[src/rtl/mmio_pwm_responder_if.sv]
// Data-memory bus between the datapath (master) and the PWM/timebase peripheral (slave).
// Handshake: we/re are single-cycle strobes qualified by sel; a read accepted on an edge
// produces rvalid=1 for exactly the next cycle, and rdata holds its value until the next accepted read.
interface mmio_pwm_responder_if;
  logic [31:0] addr;
  logic [31:0] wdata;
  logic [3:0]  wmask;
  logic        we;
  logic        re;
  logic        sel;
  logic [31:0] rdata;
  logic        rvalid;

  modport master (output addr, wdata, wmask, we, re, input sel, rdata, rvalid);
  modport slave  (input addr, wdata, wmask, we, re, output sel, rdata, rvalid);
endinterface

[src/rtl/mmio_pwm_responder.sv]
// Memory-mapped 4-channel 8-bit PWM with DUTY/CTRL registers and free-running
// millisecond/microsecond counters.
module mmio_pwm_responder #(
  parameter logic [31:0] BASE_ADDR = 32'hFFFF_FFE0,
  parameter int          CLK_HZ    = 12000000
) (
  input  logic               clk,
  input  logic               reset,
  mmio_pwm_responder_if.slave bus,
  output logic               led,
  output logic               red,
  output logic               green,
  output logic               blue
);

  localparam int US_DIV = CLK_HZ / 1000000;
  localparam int US_W   = (US_DIV > 1) ? $clog2(US_DIV) : 1;
  localparam logic [US_W-1:0] US_LAST = US_W'(US_DIV - 1);

  logic [31:0]     duty_q, duty_n, shadow_q;
  logic            en_q, en_n;
  logic [7:0]      pre_q, pre_n;
  logic [31:0]     ctrl_word, ctrl_word_n;
  logic [7:0]      pcnt_q, phase_q;
  logic [3:0]      pwm_q;
  logic [US_W-1:0] us_div_q;
  logic [9:0]      ms_div_q;
  logic [31:0]     micros_q, millis_q;
  logic [31:0]     rd_mux;
  logic [1:0]      off;
  logic            wr_acc, rd_acc, duty_wr, ctrl_wr, pwm_tick, us_tick;

  assign bus.sel  = (bus.addr[31:4] == BASE_ADDR[31:4]);
  assign off      = bus.addr[3:2];
  assign wr_acc   = bus.we & bus.sel;
  assign rd_acc   = bus.re & bus.sel;
  assign duty_wr  = wr_acc && (off == 2'd0);
  assign ctrl_wr  = wr_acc && (off == 2'd1);
  assign ctrl_word = {16'h0, pre_q, 7'h0, en_q};

  always_comb begin
    duty_n      = duty_q;
    ctrl_word_n = ctrl_word;
    for (int i = 0; i < 4; i++) begin
      if (bus.wmask[i]) begin
        duty_n[8*i +: 8]      = bus.wdata[8*i +: 8];
        ctrl_word_n[8*i +: 8] = bus.wdata[8*i +: 8];
      end
    end
  end

  assign en_n  = ctrl_wr ? ctrl_word_n[0]    : en_q;
  assign pre_n = ctrl_wr ? ctrl_word_n[15:8] : pre_q;

  always_comb begin
    rd_mux = 32'h0;
    case (off)
      2'd0:    rd_mux = duty_q;
      2'd1:    rd_mux = ctrl_word;
      2'd2:    rd_mux = millis_q;
      default: rd_mux = micros_q;
    endcase
  end

  // >= rather than == so lowering prescale below the current count still wraps promptly.
  assign pwm_tick = (pcnt_q >= pre_q);
  assign us_tick  = (us_div_q == US_LAST);

  always_ff @(posedge clk or negedge reset) begin
    if (!reset) begin
      duty_q <= 32'h0;
      en_q   <= 1'b0;
      pre_q  <= 8'h0;
    end else begin
      if (duty_wr) duty_q <= duty_n;
      en_q  <= en_n;
      pre_q <= pre_n;
    end
  end

  // Disabling (or staying disabled) parks the counters at 0; enabling starts a fresh period.
  always_ff @(posedge clk or negedge reset) begin
    if (!reset) begin
      shadow_q <= 32'h0;
      phase_q  <= 8'h0;
      pcnt_q   <= 8'h0;
      pwm_q    <= 4'h0;
    end else if (!en_n) begin
      phase_q <= 8'h0;
      pcnt_q  <= 8'h0;
      pwm_q   <= 4'h0;
    end else if (!en_q) begin
      shadow_q <= duty_q;
      phase_q  <= 8'h0;
      pcnt_q   <= 8'h0;
      pwm_q    <= 4'h0;
    end else begin
      pwm_q <= {phase_q < shadow_q[31:24], phase_q < shadow_q[23:16],
                phase_q < shadow_q[15:8],  phase_q < shadow_q[7:0]};
      if (pwm_tick) begin
        pcnt_q  <= 8'h0;
        phase_q <= phase_q + 8'd1;
        if (phase_q == 8'hFF) shadow_q <= duty_q;
      end else begin
        pcnt_q <= pcnt_q + 8'd1;
      end
    end
  end

  always_ff @(posedge clk or negedge reset) begin
    if (!reset) begin
      us_div_q <= '0;
      ms_div_q <= 10'd0;
      micros_q <= 32'h0;
      millis_q <= 32'h0;
    end else begin
      us_div_q <= us_tick ? '0 : us_div_q + 1'b1;
      if (us_tick) begin
        micros_q <= micros_q + 32'd1;
        if (ms_div_q == 10'd999) begin
          ms_div_q <= 10'd0;
          millis_q <= millis_q + 32'd1;
        end else begin
          ms_div_q <= ms_div_q + 10'd1;
        end
      end
    end
  end

  always_ff @(posedge clk or negedge reset) begin
    if (!reset) begin
      bus.rdata  <= 32'h0;
      bus.rvalid <= 1'b0;
    end else begin
      bus.rvalid <= rd_acc;
      if (rd_acc) bus.rdata <= rd_mux;
    end
  end

  assign {led, red, green, blue} = pwm_q;

  logic unused_ok;
  assign unused_ok = &{1'b0, bus.addr[1:0], ctrl_word_n[31:16], ctrl_word_n[7:1]};

endmodule

[src/flat_wrapper.sv]
// flat-port wrapper written by rule: the top's interface ports become plain ports
module mmio_pwm_responder_flat 
#(
  parameter logic [31:0] BASE_ADDR = 32'hFFFF_FFE0,
  parameter int          CLK_HZ    = 12000000
)
  (clk, reset, led, red, green, blue, bus_addr, bus_wdata, bus_wmask, bus_we, bus_re, bus_sel, bus_rdata, bus_rvalid);
  mmio_pwm_responder_if bus_i ();
  input  logic clk;
  input  logic reset;
  output logic led;
  output logic red;
  output logic green;
  output logic blue;
  input wire logic [$bits(bus_i.addr)-1:0] bus_addr;
  input wire logic [$bits(bus_i.wdata)-1:0] bus_wdata;
  input wire logic [$bits(bus_i.wmask)-1:0] bus_wmask;
  input wire logic [$bits(bus_i.we)-1:0] bus_we;
  input wire logic [$bits(bus_i.re)-1:0] bus_re;
  output wire logic [$bits(bus_i.sel)-1:0] bus_sel;
  output wire logic [$bits(bus_i.rdata)-1:0] bus_rdata;
  output wire logic [$bits(bus_i.rvalid)-1:0] bus_rvalid;
  assign bus_i.addr = bus_addr;
  assign bus_i.wdata = bus_wdata;
  assign bus_i.wmask = bus_wmask;
  assign bus_i.we = bus_we;
  assign bus_i.re = bus_re;
  assign bus_sel = bus_i.sel;
  assign bus_rdata = bus_i.rdata;
  assign bus_rvalid = bus_i.rvalid;
  mmio_pwm_responder #(.BASE_ADDR(BASE_ADDR), .CLK_HZ(CLK_HZ)) u_core (.clk(clk), .reset(reset), .bus(bus_i), .led(led), .red(red), .green(green), .blue(blue));
endmodule
[config.mk]
export PLATFORM = sky130hd
export DESIGN_NAME = mmio_pwm_responder_flat
export DESIGN_NICKNAME = d
export VERILOG_FILES = /design/src/rtl/mmio_pwm_responder_if.sv /design/src/rtl/mmio_pwm_responder.sv /design/src/flat_wrapper.sv
export SDC_FILE = /design/constraint.sdc
export NUM_CORES = 1
export LEC_CHECK = 0
export BUFFER_PORTS_ARGS = -buffer_cell sky130_fd_sc_hd__buf_4
export CAP_MARGIN = 20
export CORE_MARGIN = 2
export CORE_UTILIZATION = 53
export CTS_BUF_LIST = sky130_fd_sc_hd__clkbuf_16
export DETAILED_ROUTE_END_ITERATION = 8
export PLACE_DENSITY = 0.73
export SYNTH_ARGS = -nofsm -noshare
export SYNTH_HDL_FRONTEND = slang
export SYNTH_SLANG_ARGS = --single-unit
[constraint.sdc]
create_clock -name clk -period 2.6 [get_ports clk]
set_input_delay 0.39 -clock clk [delete_from_list [all_inputs] [get_ports clk]]
set_output_delay 0.39 -clock clk [all_outputs]
set_load 0.1 [all_outputs]
==> results.md <==
* WP data arrival at approximately 2.8 ns
* Syn Inst Count at 859
* Port bufs at between 100 and 150
* Post-Route Utilization at 64.15%
* Final wirelength at about 22000 um
* Final hold viol count at 0
* Vias at 6961
* Bufs on Longest Clock Path at 3
* Syn_area_per_cell at 11.65 sq um
* Leakage power at 5.652 nW
* DRT Pass-1 Iters at 4
* Rows at 50
* Critical path endpoint category: flip-flop
* GRT overflow at 0
* Final setup fails at 0
* Routed Antenna Nets at 0
* Crit-path max cell delay at 0.46 ns
* Ports at 110
* Area leader, netlist: dfrtp_1
* Die W at approximately 140 um
* Global-route wire length before repair at 36270 um
* # Post-CTS Setup Buffers at 0
* Final antenna diode count at 0
* Buffers & Inverters on Critical Path at 1
* RSZ-0062 raised after global routing: no
* Yosys warning count at 0
* Num CTS Buffers at 23
* Relative slew slack at about three fifths
* Routed wirelength normalized by instance count at between 15 and 20 um
* Max Cap Viol at 0
* Layout area overhead at 19.52%
* Number of distinct library cells after synthesis at 58
* Mapped Area at between 10000 and 15000 sq um
* Seq/Total Area, Yosys at slightly above 50%
* Post-cts resize count at 0
* Initial antenna violation count at 0
* Clock root buffer: clkbuf_16
* Largest delay contributor family on the critical path: simple AND/OR/NAND/NOR gates
* # hold bufs at CTS at 1
* Die area at 19990 sq um
* Critical path type: reg2reg
* CTS tree: built
* Slew Viols, Final at 0
* Layout cells sized above 1 at around 30%
* TNS Setup at 0 ns
* Iteration-0 DRC Markers at between 300 and 400
* CTS clk-pin slew, worst paths at 0.06 ns
* Yosys top cell area share at roughly half
* Die H at 141.4 um
* Vias in the first global route at around 6900
* Least-Margin Pin Slew at 0.6081 ns
* Post-synth EDFFs at 0
* Detailed placement HPWL at about 16000 um
* Final nets at ~1100
* Pwr dens at 538.9 nW/um^2
* H-tree Lvls at 1
* Pin count of the biggest net entering global routing at 74
* Core Box Area at approximately 19000 sq um
* Synth Net Count at between 900 and 1000
* Most used DFF post-synth: dfrtp_1
* Drc violations at 0
* Synth area leaders: dfrtp_1 (51%), mux2_2 (11%), ha_1 (5.3%), xnor2_1 (4.7%), nand2_1 (2.9%)
* VDD IR max at 411.2 uV
* GPL Wtd Cong at between 0.8 and 0.9
* Clock sinks at 204
* Largest fanout on the critical path at 11
* Synth Register Bits at around 200
* Critical Path RT at about 3.0 ns
* Worst Skew at 0.01031 ns
* Fmax achieved at about 410 MHz
* Crit path time final at between 2 and 2.5 ns
* Clk_lat worst skew at around 0.5 ns
* Crit path launch type: flip-flop
* Critical Path Slowest Stage Cell: or3b_2
* Vias per inst at between 5 and 6
* Tcrit/Tclk final at approximately 90%
* Async set-reset flop share out of synthesis at between 90% and 100%
* Outcome: finished, final reports clean
* Hold Crit Class: in2reg
* GRT Total Usage at between 20% and 30%
* Starting density of the core at 53.67%
* Crit-path cells: ha_1 > or3b_2 > o2111ai_1 > a21oi_1 > a2111oi_4 > buf_4 > nand2_2 > mux2_2
Yosys cell counts (2+ instances only):
| cell | n |
|---|---|
| nand2b_1 | 7 |
| xnor2_1 | 54 |
| buf_6 | 5 |
| mux2i_1 | 5 |
| buf_1 | 2 |
| nor2_2 | 6 |
| nor3_1 | 10 |
| and4_1 | 9 |
| mux2_1 | 5 |
| and3_1 | 14 |
| nor4_1 | 5 |
| o2111ai_1 | 2 |
| nand3_1 | 33 |
| o21ai_0 | 37 |
| or3b_2 | 2 |
| dfrtp_1 | 204 |
| nand2_1 | 77 |
| nand4_1 | 24 |
| mux4_2 | 9 |
| a211oi_1 | 5 |
| clkbuf_1 | 14 |
| or2_2 | 3 |
| o211ai_1 | 4 |
| buf_2 | 4 |
| or3_1 | 2 |
| inv_1 | 45 |
| and2_1 | 2 |
| a21oi_1 | 14 |
| xor2_1 | 18 |
| or4_1 | 5 |
| o31ai_1 | 2 |
| a31oi_1 | 3 |
| nor2_1 | 34 |
| nor2b_1 | 9 |
| ha_1 | 42 |
| mux2_2 | 99 |
| a22oi_1 | 23 |
sequential cells by signal (all words and copies together), names as in the netlist:
| register | count |
|---|---|
| u_core.bus.rdata | 32 |
| u_core.bus.rvalid | 1 |
| u_core.duty_q | 32 |
| u_core.en_q | 1 |
| u_core.micros_q | 32 |
| u_core.millis_q | 32 |
| u_core.ms_div_q | 10 |
| u_core.pcnt_q | 8 |
| u_core.phase_q | 8 |
| u_core.pre_q | 8 |
| u_core.pwm_q | 4 |
| u_core.shadow_q | 32 |
| u_core.us_div_q | 4 |
metrics by stage:
stage          cell area (sq um)  cells  hold slack (ns)  worst slack (ns)  total power (W)
6_report                   11960   1245           0.1188            0.1878         0.006445
5_1_grt                    11960   1245           0.1064           0.02713         0.006686
4_1_cts                    11960   1245           0.1002            0.1651         0.006520
3_5_place_dp               11240   1204           0.4566            0.1103         0.003451
3_3_place_gp               11240   1204           0.4513            0.1414         0.003450
2_1_floorplan              10010    859          0.09441            0.2214         0.003277
where the power goes:
part	internal (W)	leakage [nW]	switching (W)	total, W
clock network	0.00180	0.358	0.00126	0.00306
logic	0.0000956	2.48	0.000117	0.000212
registers	0.00318	2.81	0.000000141	0.00318
total	0.00507	5.65	0.00138	0.00644
worst register-to-register path: cells and delay by family, from the launching register on:
| family | cells | cell delay, ns |
|---|---|---|
| flops | 1 | 0.43 |
| simple gates | 2 | 0.55 |
| buf+inv | 1 | 0.26 |
| fa+ha+maj | 1 | 0.23 |
| compound gates | 3 | 0.55 |
| mux | 1 | 0.27 |
cell type report:
type	instances	area, sq um
Clock inverter	17	128.9
Tap cell	234	292.8
Multi-Input combinational cell	583	4589
Timing Repair Buffer	138	1095
Inverter	46	172.7
Sequential cell	204	5105
Clock buffer	23	575.6
Fill cell	1471	6684
placed cells by master (no fill, tap or decap), types with 18 or more instances in the layout:
cell / netlist / layout
a22oi_1: 23 / 23
buf_4: 1 / 132
clkbuf_16: 0 / 23
dfrtp_1: 204 / 204
ha_1: 42 / 42
inv_1: 45 / 47
mux2_2: 99 / 99
nand2_1: 77 / 76
nand3_1: 33 / 33
nand4_1: 24 / 24
nor2_1: 34 / 33
o21ai_0: 37 / 37
xnor2_1: 54 / 54
xor2_1: 18 / 18
cells by family after synthesis:
kind of cell | Yosys count | synth area share [%]
compound gates | 93 | 5.915
xor+xnor | 72 | 6.302
fa+ha+maj | 42 | 5.252
buf+inv | 72 | 3.164
flops | 204 | 51.02
mux | 119 | 14.38
simple gates | 257 | 13.97
routing by layer:
layer / vias to the layer above / track usage (%) / wire length [um]
met5: - / 0 / 0
met4: 0 / 5.211 / 321
met3: 21 / 3.409 / 1153
met2: 158 / 37.51 / 10790
met1: 3461 / 32.90 / 10190
li1: 3321 / - / -
final timing paths:
kind	start	to	slack, ns	cells past startpoint
setup / recovery	u_core.pcnt_q[1]	u_core.phase_q[1]	0.19	8
setup reg to reg	u_core.pcnt_q[1]	u_core.phase_q[1]	0.19	8
min in group asynchronous	reset	u_core.pcnt_q[5]	0.47	2
max in group asynchronous	reset	u_core.micros_q[27]	1.43	3
hold reg to reg	u_core.us_div_q[0]	u_core.us_div_q[0]	0.46	1
hold / removal	bus_wdata[25]	u_core.duty_q[25]	0.12	2
No activity file was read; power rests on OpenSTA's default activity.
